$ cat config.mk
export PLATFORM = sky130hd
export DESIGN_NAME = fp_issue_ctrl
export DESIGN_NICKNAME = d
export VERILOG_FILES = /design/src/rtl/fp_pkg.sv /design/src/rtl/fp_cmd_fifo.sv /design/src/rtl/fp_issue_ctrl.sv
export SDC_FILE = /design/constraint.sdc
export NUM_CORES = 1
export LEC_CHECK = 0
export CAP_MARGIN = 20
export CORE_UTILIZATION = 45
export CTS_BUF_LIST = sky130_fd_sc_hd__clkbuf_16
export CTS_CLUSTER_DIAMETER = 40
export DETAILED_ROUTE_END_ITERATION = 6
export GPL_ROUTABILITY_DRIVEN = 0
export GPL_TIMING_DRIVEN = 0
export PLACE_DENSITY = 0.62
export SLEW_MARGIN = 10
export SYNTH_ARGS = -nofsm -noshare
export SYNTH_HDL_FRONTEND = slang
export SYNTH_SLANG_ARGS = --single-unit
$ cat constraint.sdc
create_clock -name clk -period 5.4 [get_ports clk]
set_clock_uncertainty 0.15 [all_clocks]
set_input_delay 1.08 -clock clk [delete_from_list [all_inputs] [get_ports clk]]
set_output_delay 1.08 -clock clk [all_outputs]
set_load 0.05 [all_outputs]
$ cat src/rtl/fp_pkg.sv
// Shared constants, opcodes, flag positions and FSM encoding for the FP issue front end.
package fp_pkg;
  localparam logic [31:0] QNAN = 32'h7FC00000;

  localparam logic [1:0] OP_ADD = 2'b00;
  localparam logic [1:0] OP_SUB = 2'b01;
  localparam logic [1:0] OP_MUL = 2'b10;
  localparam logic [1:0] OP_ILL = 2'b11;

  localparam int FLG_INVALID = 2;
  localparam int FLG_BYPASS  = 1;
  localparam int FLG_TIMEOUT = 0;

  localparam logic [2:0] FL_INV = 3'(1 << FLG_INVALID);
  localparam logic [2:0] FL_BYP = 3'(1 << FLG_BYPASS);
  localparam logic [2:0] FL_TMO = 3'(1 << FLG_TIMEOUT);

  typedef enum logic [2:0] {
    S_IDLE, S_CHECK, S_ISSUE, S_WAIT_LO, S_WAIT_HI, S_RESULT
  } state_t;

  typedef struct packed {
    logic [1:0]  op;
    logic [31:0] a;
    logic [31:0] b;
  } cmd_t;
endpackage

$ cat src/rtl/fp_cmd_fifo.sv
// Command FIFO: DEPTH entries of {op, a, b}; extra pointer MSB separates full from empty.
module fp_cmd_fifo #(
  parameter int DEPTH = 4
) (
  input  logic        clk,
  input  logic        rst,
  input  logic        push,
  input  logic        pop,
  input  logic [65:0] din,
  output logic [65:0] dout,
  output logic        full,
  output logic        empty
);
  localparam int AW = $clog2(DEPTH);

  logic [AW:0]  wp, rp;
  logic [65:0]  mem [DEPTH];

  assign empty = (wp == rp);
  assign full  = (wp[AW] != rp[AW]) && (wp[AW-1:0] == rp[AW-1:0]);
  assign dout  = mem[rp[AW-1:0]];

  always_ff @(posedge clk) begin
    if (rst) begin
      wp <= '0;
      rp <= '0;
    end else begin
      if (push && !full)  wp <= wp + 1'b1;
      if (pop  && !empty) rp <= rp + 1'b1;
    end
  end

  always_ff @(posedge clk) begin
    if (push && !full) mem[wp[AW-1:0]] <= din;
  end
endmodule

$ cat src/rtl/fp_issue_ctrl.sv
// Sequencer in front of the fpu: buffers commands, resolves special operands locally,
// issues the rest with a one-cycle start pulse and returns all results in order.
module fp_issue_ctrl
  import fp_pkg::*;
#(
  parameter int DEPTH   = 4,
  parameter int TIMEOUT = 64
) (
  input  logic        clk,
  input  logic        rst,
  input  logic        in_valid,
  output logic        in_ready,
  input  logic [31:0] in_a,
  input  logic [31:0] in_b,
  input  logic [1:0]  in_op,
  output logic        out_valid,
  input  logic        out_ready,
  output logic [31:0] out_r,
  output logic [2:0]  out_flags,
  output logic [31:0] fpu_a,
  output logic [31:0] fpu_b,
  output logic [1:0]  fpu_op,
  output logic        fpu_start,
  input  logic        fpu_done,
  input  logic [31:0] fpu_r
);
  localparam int CW = $clog2(TIMEOUT) + 1;
  localparam logic [CW-1:0] TMO_MAX = CW'(TIMEOUT - 1);

  state_t        state, state_n;
  cmd_t          head, cmd_in;
  logic          full, empty, pop;
  logic [31:0]   ha, hb;
  logic [1:0]    hop;
  logic [CW-1:0] cnt;
  logic          tmo_hit;

  assign cmd_in = '{op: in_op, a: in_a, b: in_b};

  fp_cmd_fifo #(.DEPTH(DEPTH)) u_fifo (
    .clk  (clk),
    .rst  (rst),
    .push (in_valid),
    .pop  (pop),
    .din  (cmd_in),
    .dout (head),
    .full (full),
    .empty(empty)
  );

  assign in_ready  = !full;
  assign out_valid = (state == S_RESULT);
  assign tmo_hit   = (cnt == TMO_MAX);

  // Operand classification; exponent 0 is treated as zero (denormals flushed).
  logic sa, sb, za, zb, ia, ib, na, nb;
  assign sa = ha[31];
  assign sb = hb[31];
  assign za = (ha[30:23] == 8'h00);
  assign zb = (hb[30:23] == 8'h00);
  assign ia = (ha[30:23] == 8'hFF) && (ha[22:0] == '0);
  assign ib = (hb[30:23] == 8'hFF) && (hb[22:0] == '0);
  assign na = (ha[30:23] == 8'hFF) && (ha[22:0] != '0);
  assign nb = (hb[30:23] == 8'hFF) && (hb[22:0] != '0);

  logic        sp;
  logic [31:0] sp_r;
  logic [2:0]  sp_f;

  always_comb begin
    sp   = 1'b1;
    sp_r = QNAN;
    sp_f = FL_INV | FL_BYP;
    if (hop == OP_ILL || na || nb) begin
      sp = 1'b1;
    end else if (hop == OP_MUL) begin
      if ((za && ib) || (ia && zb)) begin
        sp = 1'b1;
      end else if (ia || ib) begin
        sp_r = {sa ^ sb, 8'hFF, 23'h0};
        sp_f = FL_BYP;
      end else if (za || zb) begin
        sp_r = {sa ^ sb, 31'h0};
        sp_f = FL_BYP;
      end else begin
        sp = 1'b0;
      end
    end else begin
      sp_f = FL_BYP;
      if (ia && ib && (sa != sb)) begin
        sp_f = FL_INV | FL_BYP;
      end else if (ia) begin
        sp_r = ha;
      end else if (ib) begin
        sp_r = hb;
      end else if (za && zb) begin
        sp_r = {sa & sb, 31'h0};
      end else if (za) begin
        sp_r = hb;
      end else if (zb) begin
        sp_r = ha;
      end else if ((ha[30:0] == hb[30:0]) && (sa != sb)) begin
        sp_r = 32'h0;
      end else begin
        sp = 1'b0;
      end
    end
  end

  always_ff @(posedge clk) begin
    if (rst) state <= S_IDLE;
    else     state <= state_n;
  end

  always_comb begin
    state_n   = state;
    pop       = 1'b0;
    fpu_start = 1'b0;
    case (state)
      S_IDLE:    if (!empty) begin pop = 1'b1; state_n = S_CHECK; end
      S_CHECK:   state_n = sp ? S_RESULT : S_ISSUE;
      S_ISSUE:   begin fpu_start = 1'b1; state_n = S_WAIT_LO; end
      // A done level still high from the previous op is ignored until it drops.
      S_WAIT_LO: if (!fpu_done) state_n = S_WAIT_HI;
                 else if (tmo_hit) state_n = S_RESULT;
      S_WAIT_HI: if (fpu_done || tmo_hit) state_n = S_RESULT;
      S_RESULT:  if (out_ready) state_n = S_IDLE;
      default:   state_n = S_IDLE;
    endcase
  end

  always_ff @(posedge clk) begin
    if (rst) begin
      ha <= '0; hb <= '0; hop <= '0;
      out_r <= '0; out_flags <= '0;
      fpu_a <= '0; fpu_b <= '0; fpu_op <= '0;
      cnt <= '0;
    end else begin
      case (state)
        S_IDLE: if (!empty) begin
          ha  <= head.a;
          hb  <= (head.op == OP_SUB) ? {~head.b[31], head.b[30:0]} : head.b;
          hop <= (head.op == OP_SUB) ? OP_ADD : head.op;
        end
        S_CHECK: if (sp) begin
          out_r     <= sp_r;
          out_flags <= sp_f;
        end else begin
          fpu_a  <= ha;
          fpu_b  <= hb;
          fpu_op <= hop;
        end
        S_ISSUE: cnt <= '0;
        S_WAIT_LO: if (fpu_done && tmo_hit) begin
          out_r <= QNAN; out_flags <= FL_TMO;
        end else begin
          cnt <= cnt + 1'b1;
        end
        S_WAIT_HI: if (fpu_done) begin
          out_r <= fpu_r; out_flags <= '0;
        end else if (tmo_hit) begin
          out_r <= QNAN; out_flags <= FL_TMO;
        end else begin
          cnt <= cnt + 1'b1;
        end
        default: ;
      endcase
    end
  end
endmodule

# Word level (Yosys, flattened, before mapping)
# Memory sizes are Yosys's and may differ from the RTL's. A register that Yosys moved wholly into a read port is not among the register bits.
# Index checks and enable logic that the tools add are counted.
[op_classes]
reduce_logical = 36
n_eq_ne = 26
bitwise_logic = 5
add_sub_neg = 3
muxes = 60
[op_table]
columns = ["op", "count"]
rows = [
  ["$mux 32", 16],
  ["$pmux 32 s3", 1],
  ["$mux 3", 16],
  ["$logic_not 23->1", 2],
  ["$reduce_bool 23->1", 2],
  ["$eq 31x31->1", 1],
  ["$mux 31", 1],
  ["$mux 7", 3],
  ["$pmux 7 s3", 1],
  ["$pmux 3 s6", 1],
  ["$mux 1", 17],
  ["$eq 8x8->1 const B", 2],
  ["$logic_not 8->1", 2],
  ["$logic_and 1x1->1", 14],
  ["$ne 2x2->1 const B", 7],
  ["$reduce_and 4->1", 3],
  ["$pmux 3 s3", 1],
  ["$add 7x1->7 const B", 1],
  ["$eq 7x6->1 const B", 1],
  ["$add 3x1->3 const B", 2],
  ["$eq 3x2->1 const B", 2],
  ["$eq 3x3->1 const B", 2],
  ["$logic_or 1x1->1", 6],
  ["$mux 2", 3],
  ["other kinds (15)", 23],
]
[word_totals]
word_cells = 143
memories = 1
inputBits = 103
regBits = 183
mem_bits_rw = 264
[mem_list]
columns = ["name", "words", "word_bits", "read_ports", "rd_clocked_by_memory_dff", "wr", "line_no", "text"]
rows = [
  ["u_fifo.mem", 4, 66, 1, 1, 1, "fp_cmd_fifo.sv:17", "logic [65:0] mem [DEPTH];"],
]

# Logic depth before layout (Yosys ltp)
# Gate-level depths: netlist of the first run.
[logic_depth]
depth_word = 13
ltp_mapped = 10
depth_no_buf = 7

# By module
# A second synthesis of the first run with hierarchy kept.
[unflattened]
cells_unflattened = 1338
area_unflattened_um2 = 17967.2
[modules_own_cells]
columns = ["module", "n_inst", "area_per_inst_um2", "cells_per_inst"]
rows = [
  ["fp_cmd_fifo", 1, 10058.4, 412],
  ["fp_issue_ctrl", 1, 7908.8, 926],
]

# Least setup slack after synthesis of the first run
# No wires, ideal clock.
[synth_timing]
path_type = "register to register"
startpoint = "register u_fifo.wp[0]"
endpoint = "memory u_fifo.mem[3][0], enable pin"
t_arrival_ps = 2758
path_stages_with_launch = 5
setup_slack_ps = 2059
required_time_ps = 4817
setup_ps = 433
path_cell_list = "dfxtp_1 -> xor2_1 -> nor2_1 -> nand2_1 -> and3_1"
[synth_between]
elab_chain_cells = 6
[synth_lines]
columns = ["element", "line_no", "text"]
rows = [
  ["from (decl)", "fp_cmd_fifo.sv:16", "logic [AW:0] wp, rp;"],
  ["from (signal assigned)", "fp_cmd_fifo.sv:28", "if (push && !full) wp <= wp + 1'b1;"],
  ["$eq 2x2->1", "fp_cmd_fifo.sv:20", "assign full = (wp[AW] != rp[AW]) && (wp[AW-1:0] == rp[AW-1:0]);"],
  ["$logic_and 1x1->1", "fp_cmd_fifo.sv:20", ""],
  ["$logic_not 1->1", "n/a", ""],
  ["named net in_ready", "fp_issue_ctrl.sv:12", "output logic in_ready,"],
  ["$logic_and 1x1->1", "fp_cmd_fifo.sv:34", "if (push && !full) mem[wp[AW-1:0]] <= din;"],
  ["$mux 1", "fp_cmd_fifo.sv:34", ""],
  ["$mux 1 (implied by the code)", "fp_cmd_fifo.sv:34", ""],
  ["to (decl)", "fp_cmd_fifo.sv:17", ""],
]
# The timed path passes the listed nets, and every way through them passes these cells.

# Worst setup path in the final report of the first run
[layout_timing]
startpoint = "register state[2]"
endpoint = "output out_valid"
[layout_between]
elab_chain_cells = 1
[layout_lines]
columns = ["element", "line_no", "text"]
rows = [
  ["from (decl)", "fp_issue_ctrl.sv:30", "state_t state, state_n;"],
  ["from (signal assigned)", "fp_issue_ctrl.sv:112", "else state <= state_n;"],
  ["$eq 3x3->1", "fp_issue_ctrl.sv:52", "assign out_valid = (state == S_RESULT);"],
  ["to (decl)", "fp_issue_ctrl.sv:16", "output logic out_valid,"],
]
# No other way between the ends.

==> qor.csv, run 1 <==
stage,metric,value,unit
outcome,status,"complete, but fails checks",
outcome,failing checks,design-rule violations,
worst_setup_path,CP Max Fanout,10,
clock_network,clock root cell,clkbuf_16,
layout,share of cells above drive strength 1,12.4,%
floorplanning,die width,201,um
routing,DRT iter0 DRCs,958,
synth,cell count after synthesis,1397,
synth,unique cell type count in the Yosys netlist,62,
clock_network,post-cts sizing count,0,
routing,Pre-Repair DR Iteration Count,7,
sta,crit path time final,3.76,ns
routing,Via density,5.56,
layout,post-layout util,58.4,%
routing,Post-Route WL,48400,um
floorplanning,I/O pins,207,
pwr,PwrDens,585,nW/um^2
clock_network,TritonCTS clock tree,done,
worst_setup_path,cell family with most CP delay,buffers and inverters,
global_routing,initial antenna violation count,0,
worst_setup_path,CP Capture Type,primary output,
placed_design,placed cell area,20600,um^2
synth,"top cells by area, synth","edfxtp_1 (45%), dfxtp_1 (21%), mux4_2 (8.4%)",
sta,Rel. slew slack,42.0,%
hold_path,min-delay src,fpu_a[25],
hold_path,HP Class,flip-flop to flip-flop,
synth,"top cells by count, synth","nand2_1 (297), edfxtp_1 (264), dfxtp_1 (185), a21oi_1 (170), mux4_2 (66)",
sta,worst hold margin,0.304,ns
floorplanning,initial core utilization,45.8,%
worst_setup_path,cells on worst reg2reg path,8,
synth,synth warn,0,
flow_run,Max-Cap Viols,0,
synth,Post-Syn Area,17700,um^2
floorplanning,DIE AREA,40200,um^2
worst_setup_path,"slowest stage delay, CP",0.82,ns
pwr,Pleak,7.46,nW
worst_setup_path,reg-to-reg startpoint,ha[31],
routing,Via Count,12500,
worst_setup_path,Critical Path RT,4.17,ns
worst_setup_path,r2r endpoint,out_r[23],
clock_network,CTS sink cnt,449,
worst_setup_path,Setup crit start kind,flip-flop,
global_routing,largest net degree at the start of global routing,51,
worst_setup_path,crit-path cells,clkbuf_1 -> nor2b_1 -> and2_1 -> clkdlybuf4s50_1,
worst_setup_path,Buf/Inv on CP,2,
floorplanning,Core Box Area,38700,um^2
sta,final setup violation count,0,
global_routing,vias in the first global route,12100,
sta,pins over their slew limit,0,
synth,Synth area leader,edfxtp_1,
layout,NumNets Final,1779,
layout,P&R area growth vs syn,27.5,%
synth,synthesized area per cell,12.7,um^2
clock_network,# hold bufs at CTS,0,
sta,worst-margin pin slew,0.870,ns
global_routing,first-pass GRT wire length,73300,um
clock_network,CTS Buf Count,59,
routing,drt drc,2,
pwr,Worst VDD drop,0.347,mV
floorplanning,Die Span Y,201,um
placed_design,IO buf count,206,
routing,ANT nets after route,0,
synth,Yosys top cell area share,44.7,%
sta,Fin. Hold Viols,0,
clock_network,worst skew pair latency,0.60,ns
floorplanning,row cnt,72,
clock_network,Post-CTS Setup Repair Bufs,0,
synth,"Seq/Total Area, Yosys",65.6,%
synth,"count leader, synth",nand2_1,
sta,fmax,266,MHz
clock_network,H-tree Lvls,2,
worst_setup_path,"reg-to-reg slack, setup",2.17,ns
synth,asr flop ratio synth,0,%
synth,Synth Register Bits,449,
clock_network,Worst-path clk slew,0.05,ns
sta,Setup TNS,0,ns
sta,RSZ-0062 raised after global routing,no,
worst_setup_path,Crit Path Category,flip-flop to primary output,
global_routing,grt total ovfl,0,
routing,DR WL/cell,21.6,um
clock_network,Max Root-Sink Buffers,3,
worst_setup_path,CP max-delay cell,clkdlybuf4s50_1,
pwr,PnR Total Power,13.2,mW
global_routing,GRT Overall Usage,24.1,%
synth,Mapped Nets,1507,
worst_setup_path,CP arrival,2.53,ns
synth,"EDFF count, synth",264,
layout,Diodes inserted,0,
sta,final critical-path share of the clock period,69.7,%
hold_path,hold path cells,2,
hold_path,Worst Hold End,fpu_a[25],
synth,"Top FF cell, synth",edfxtp_1,
layout,FILL cells,3158,
placed_design,Final HPWL DP,34700,um
layout,final instance area,22600,um^2
worst max path at each step:
stage	from	end	slack, ns	depth (start not counted)
2_1_floorplan	u_fifo.wp[0]	u_fifo.mem[3][0]	2.06	4
3_3_place_gp	in_valid	u_fifo.mem[2][7]	0.13	2
3_5_place_dp	rst	fpu_a[8]	1.72	5
4_1_cts	state[2]	out_valid	1.60	4
5_1_grt	state[2]	out_valid	1.49	4
6_report	state[2]	out_valid	1.64	4
state kept, by name, indices dropped and copies added, names as in the netlist, named ones only:
signal      count
ha             32
u_fifo.wp       3
u_fifo.mem    264
hop             2
hb             32
out_flags       3
state           3
fpu_b          32
u_fifo.rp       3
cnt             7
fpu_op          2
out_r          32
fpu_a          32
layout by cell type, fill, tap and decap left out, drive strengths merged, types with 35 or more instances in the layout:
| master | count |
|---|---|
| edfxtp | 264 |
| mux4 | 66 |
| xnor2 | 36 |
| a21oi | 172 |
| o21ai | 44 |
| clkbuf | 122 |
| inv | 35 |
| clkdlybuf4s50 | 206 |
| dfxtp | 185 |
| nand2 | 297 |
cells by family after synthesis:
group / after synthesis / share of synthesized area (%)
and+or+nand+nor: 429 / 10.8
DFF: 449 / 65.6
adders and majority gates: 7 / 0.494
AOI/OAI and AO/OA: 304 / 10.3
buffers and inverters: 94 / 2.14
muxes: 70 / 8.60
xor gates and xnor gates: 44 / 2.17
worst register-to-register path: stages (launching register included):
cell     delay, ns
dfxtp_1       0.37
ha_1          0.38
nand4_1       0.10
nor4_1        0.74
and2_1        0.32
a21oi_1       0.24
buf_2         0.29
nor3_1        0.36
a31oi_1       0.12
per-layer routing:
layer	track usage, %	part of all wire (%)	vias up
li1	-	-	5748
met1	33.2	44	6116
met2	38.1	47	503
met3	4.01	6.3	85
met4	9.60	3.3	0
met5	0	0	-
per-stage QoR:
step | cells | setup WS, ns
after detailed placement | 2126 | 1.72
after CTS | 2238 | 1.60
after global routing | 2238 | 1.49
after floorplan | 1397 | 2.06
after global placement | 2121 | 0.130
final | 2238 | 1.64
power breakdown:
| part | internal [mW] | switching, mW |
|---|---|---|
| Clock | 2.38 | 1.53 |
| Combinational | 1.67 | 2.96 |
| Sequential | 4.10 | 0.606 |
| Total | 8.14 | 5.09 |
area by class of cell:
cell class,count,area (um^2),share of cell area [%]
plain buffers,84,342,1.51
clock buffers,63,1580,6.97
clock inverters,49,442,1.95
inverters,10,37.5,0.166
multi-input cells,854,5760,25.5
flip-flops and latches,449,11600,51.4
well taps,518,648,2.87
repair buffers,211,2180,9.64
Note: power is estimated with default switching activity, not from simulation.
==> inputs of run 2 (changes only) <==
==> constraint.sdc (replaced) <==
create_clock -name clk -period 3.7 [get_ports clk]
set_clock_uncertainty 0.15 [all_clocks]
set_input_delay 0.74 -clock clk [delete_from_list [all_inputs] [get_ports clk]]
set_output_delay 0.74 -clock clk [all_outputs]
set_load 0.05 [all_outputs]
==> results of run 2 <==
The final DEF is identical to that of run 1. Status: complete, but fails checks: design-rule violations.
Among the figures that moved: setup slack after placement 1.72 ns -> 0.363 ns; setup slack after layout 1.64 ns -> 0.277 ns; register-to-register setup slack 2.17 ns -> 0.47 ns; total power 13.2 mW -> 19.3 mW; worst IR drop on VDD 0.347 mV -> 0.507 mV
==> inputs of run 3 (changes only) <==
--- a/config.mk
+++ b/config.mk
@@ -13,6 +13,7 @@
 export GPL_ROUTABILITY_DRIVEN = 0
 export GPL_TIMING_DRIVEN = 0
 export PLACE_DENSITY = 0.62
+export REMOVE_ABC_BUFFERS = 1
 export SLEW_MARGIN = 10
 export SYNTH_ARGS = -nofsm -noshare
 export SYNTH_HDL_FRONTEND = slang
==> qor.csv, run 3 (same netlist as run 1, synthesis figures left out) <==
stage,metric,value,unit
sta,RSZ-0062 raised after global routing,no,
worst_setup_path,CP most frequent cell,nor2b_1,
placed_design,placed cell area,20600,um^2
worst_setup_path,Critical Path RT,2.81,ns
pwr,Pleak,7.35,nW
global_routing,grt total ovfl,0,
layout,FILL cells,3170,
pwr,Worst VDD drop,0.582,mV
layout,P&R area growth vs syn,26.4,%
sta,final setup violation count,0,
routing,Pre-Repair DR Iteration Count,5,
global_routing,GRT Overall Usage,23.5,%
worst_setup_path,Setup crit start kind,flip-flop,
sta,worst-margin pin slew,1.08,ns
floorplanning,Die Span Y,201,um
routing,ANT nets after route,0,
outcome,status,completed,
placed_design,dpl ws,0.0338,ns
global_routing,first-pass GRT wire length,71800,um
sta,Fin. Hold Viols,0,
layout,final instance area,22400,um^2
pwr,Flop pwr share,36.2,%
sta,crit path time final,3.54,ns
sta,Setup TNS,0,ns
sta,Rel. slew slack,27.7,%
worst_setup_path,CP Capture Type,primary output,
sta,fmax,283,MHz
worst_setup_path,CP Max Fanout,13,
worst_setup_path,"slowest stage delay, CP",0.86,ns
routing,Via Count,12100,
pwr,PwrDens,850,nW/um^2
layout,"commonest non-fill, non-tap cell in the layout",nand2_1,
placed_design,IO buf count,206,
routing,DRT iter0 DRCs,829,
worst_setup_path,"reg-to-reg slack, setup",0.38,ns
clock_network,Max Root-Sink Buffers,3,
worst_setup_path,crit-path cells,nor2b_1 -> nor2b_1 -> clkdlybuf4s50_1,
layout,Layout Cells excl Fill,2168,
routing,DR WL/cell,22.0,um
routing,drt drc,0,
pwr,clock share of power,27.4,%
hold_path,HP Class,flip-flop to flip-flop,
placed_design,dpl cells,2061,
floorplanning,die width,201,um
pwr,PnR Total Power,19.1,mW
sta,fin worst setup slack,0.162,ns
floorplanning,initial core utilization,45.8,%
global_routing,largest net degree at the start of global routing,95,
clock_network,Worst-path clk slew,0.06,ns
worst_setup_path,Crit Path Category,flip-flop to primary output,
worst_setup_path,CP max-delay cell,clkdlybuf4s50_1,
floorplanning,row cnt,72,
sta,final critical-path share of the clock period,95.6,%
worst_setup_path,CP arrival,2.65,ns
layout,share of cells above drive strength 1,12.6,%
clock_network,worst skew pair latency,0.60,ns
pwr,NetSw,7.46,mW
worst_setup_path,cell family with most CP delay,buffers and inverters,
global_routing,initial antenna violation count,2,
floorplanning,DIE AREA,40200,um^2
clock_network,H-tree Lvls,2,
worst_setup_path,Buf/Inv on CP,1,
layout,NumNets Final,1712,
flow_run,Max-Cap Viols,0,
clock_network,CTS sink cnt,449,
pwr,Pint,11.6,mW
placed_design,Final HPWL DP,30600,um
clock_network,# hold bufs at CTS,0,
layout,"commonest cells after routing, fill and taps aside","nand2_1 (296), edfxtp_1 (264), clkdlybuf4s50_1 (205), dfxtp_1 (183), a21oi_1 (169)",
sta,pins over their slew limit,0,
floorplanning,I/O pins,207,
layout,post-layout util,57.9,%
routing,Post-Route WL,47700,um
pwr,power share of the combinational group,36.5,%
clock_network,CTS Buf Count,56,
pwr,switching part of the total,39.1,%
sta,worst hold margin,0.302,ns
layout,max reg flops,264,
routing,Via density,5.58,
global_routing,vias in the first global route,12100,
clock_network,clock root cell,clkbuf_16,
floorplanning,Core Box Area,38700,um^2
clock_network,TritonCTS clock tree,done,
[run 3: what timing repair did]
item                       in CTS  in global routing
gates resized for setup         0                  2
pin swaps                       1                  1
gates cloned                    0                  1
buffers inserted                0                  0
setup endpoints to repair       2                 16
[run 3: area by class of cell]
cell class	instances	area (um^2)	area share (%)
multi-input combinational	855	5820	25.9
timing repair buffer	230	2480	11.0
clock buffer	60	1500	6.69
sequential	449	11600	51.9
clock inverter	45	308	1.37
antenna	1	2.50	0.0112
tap	518	648	2.89
inverter	10	37.5	0.167
[run 3: path summary, 6_finish.rpt]
path	startpoint	endpoint	cells past startpoint
setup / recovery	state[1]	fpu_start	3
hold / removal	fpu_b[0]	fpu_b[0]	2
setup reg to reg	ha[0]	out_r[2]	7
hold reg to reg	fpu_b[0]	fpu_b[0]	2
[run 3: power groups by stage]
stage          clock network [mW]  registers [mW]  logic, mW
2_1_floorplan                   0            7.42       3.32
3_3_place_gp                    0            6.71       4.74
3_5_place_dp                    0            7.00       6.87
4_1_cts                      5.31            6.90       6.90
5_1_grt                      5.50            6.99       7.46
6_report                     5.22            6.89       6.95
[run 3: worst register-to-register path, delay by kind of cell, from the launching register on]
kind | cells | cell delay (ns)
compound gates | 3 | 0.60
simple gates | 4 | 2.12
flops | 1 | 0.38
[run 3: layer usage]
layer  vias to the layer above  wire length, um  share of wire, %  GRT usage [%]
li1                       5611                -                 -              -
met1                      6036            20800                44           31.7
met2                       349            22600                47           38.4
met3                        91             2900               6.1           4.19
met4                         2             1360               2.9           8.21
met5                         -               13             0.027              0
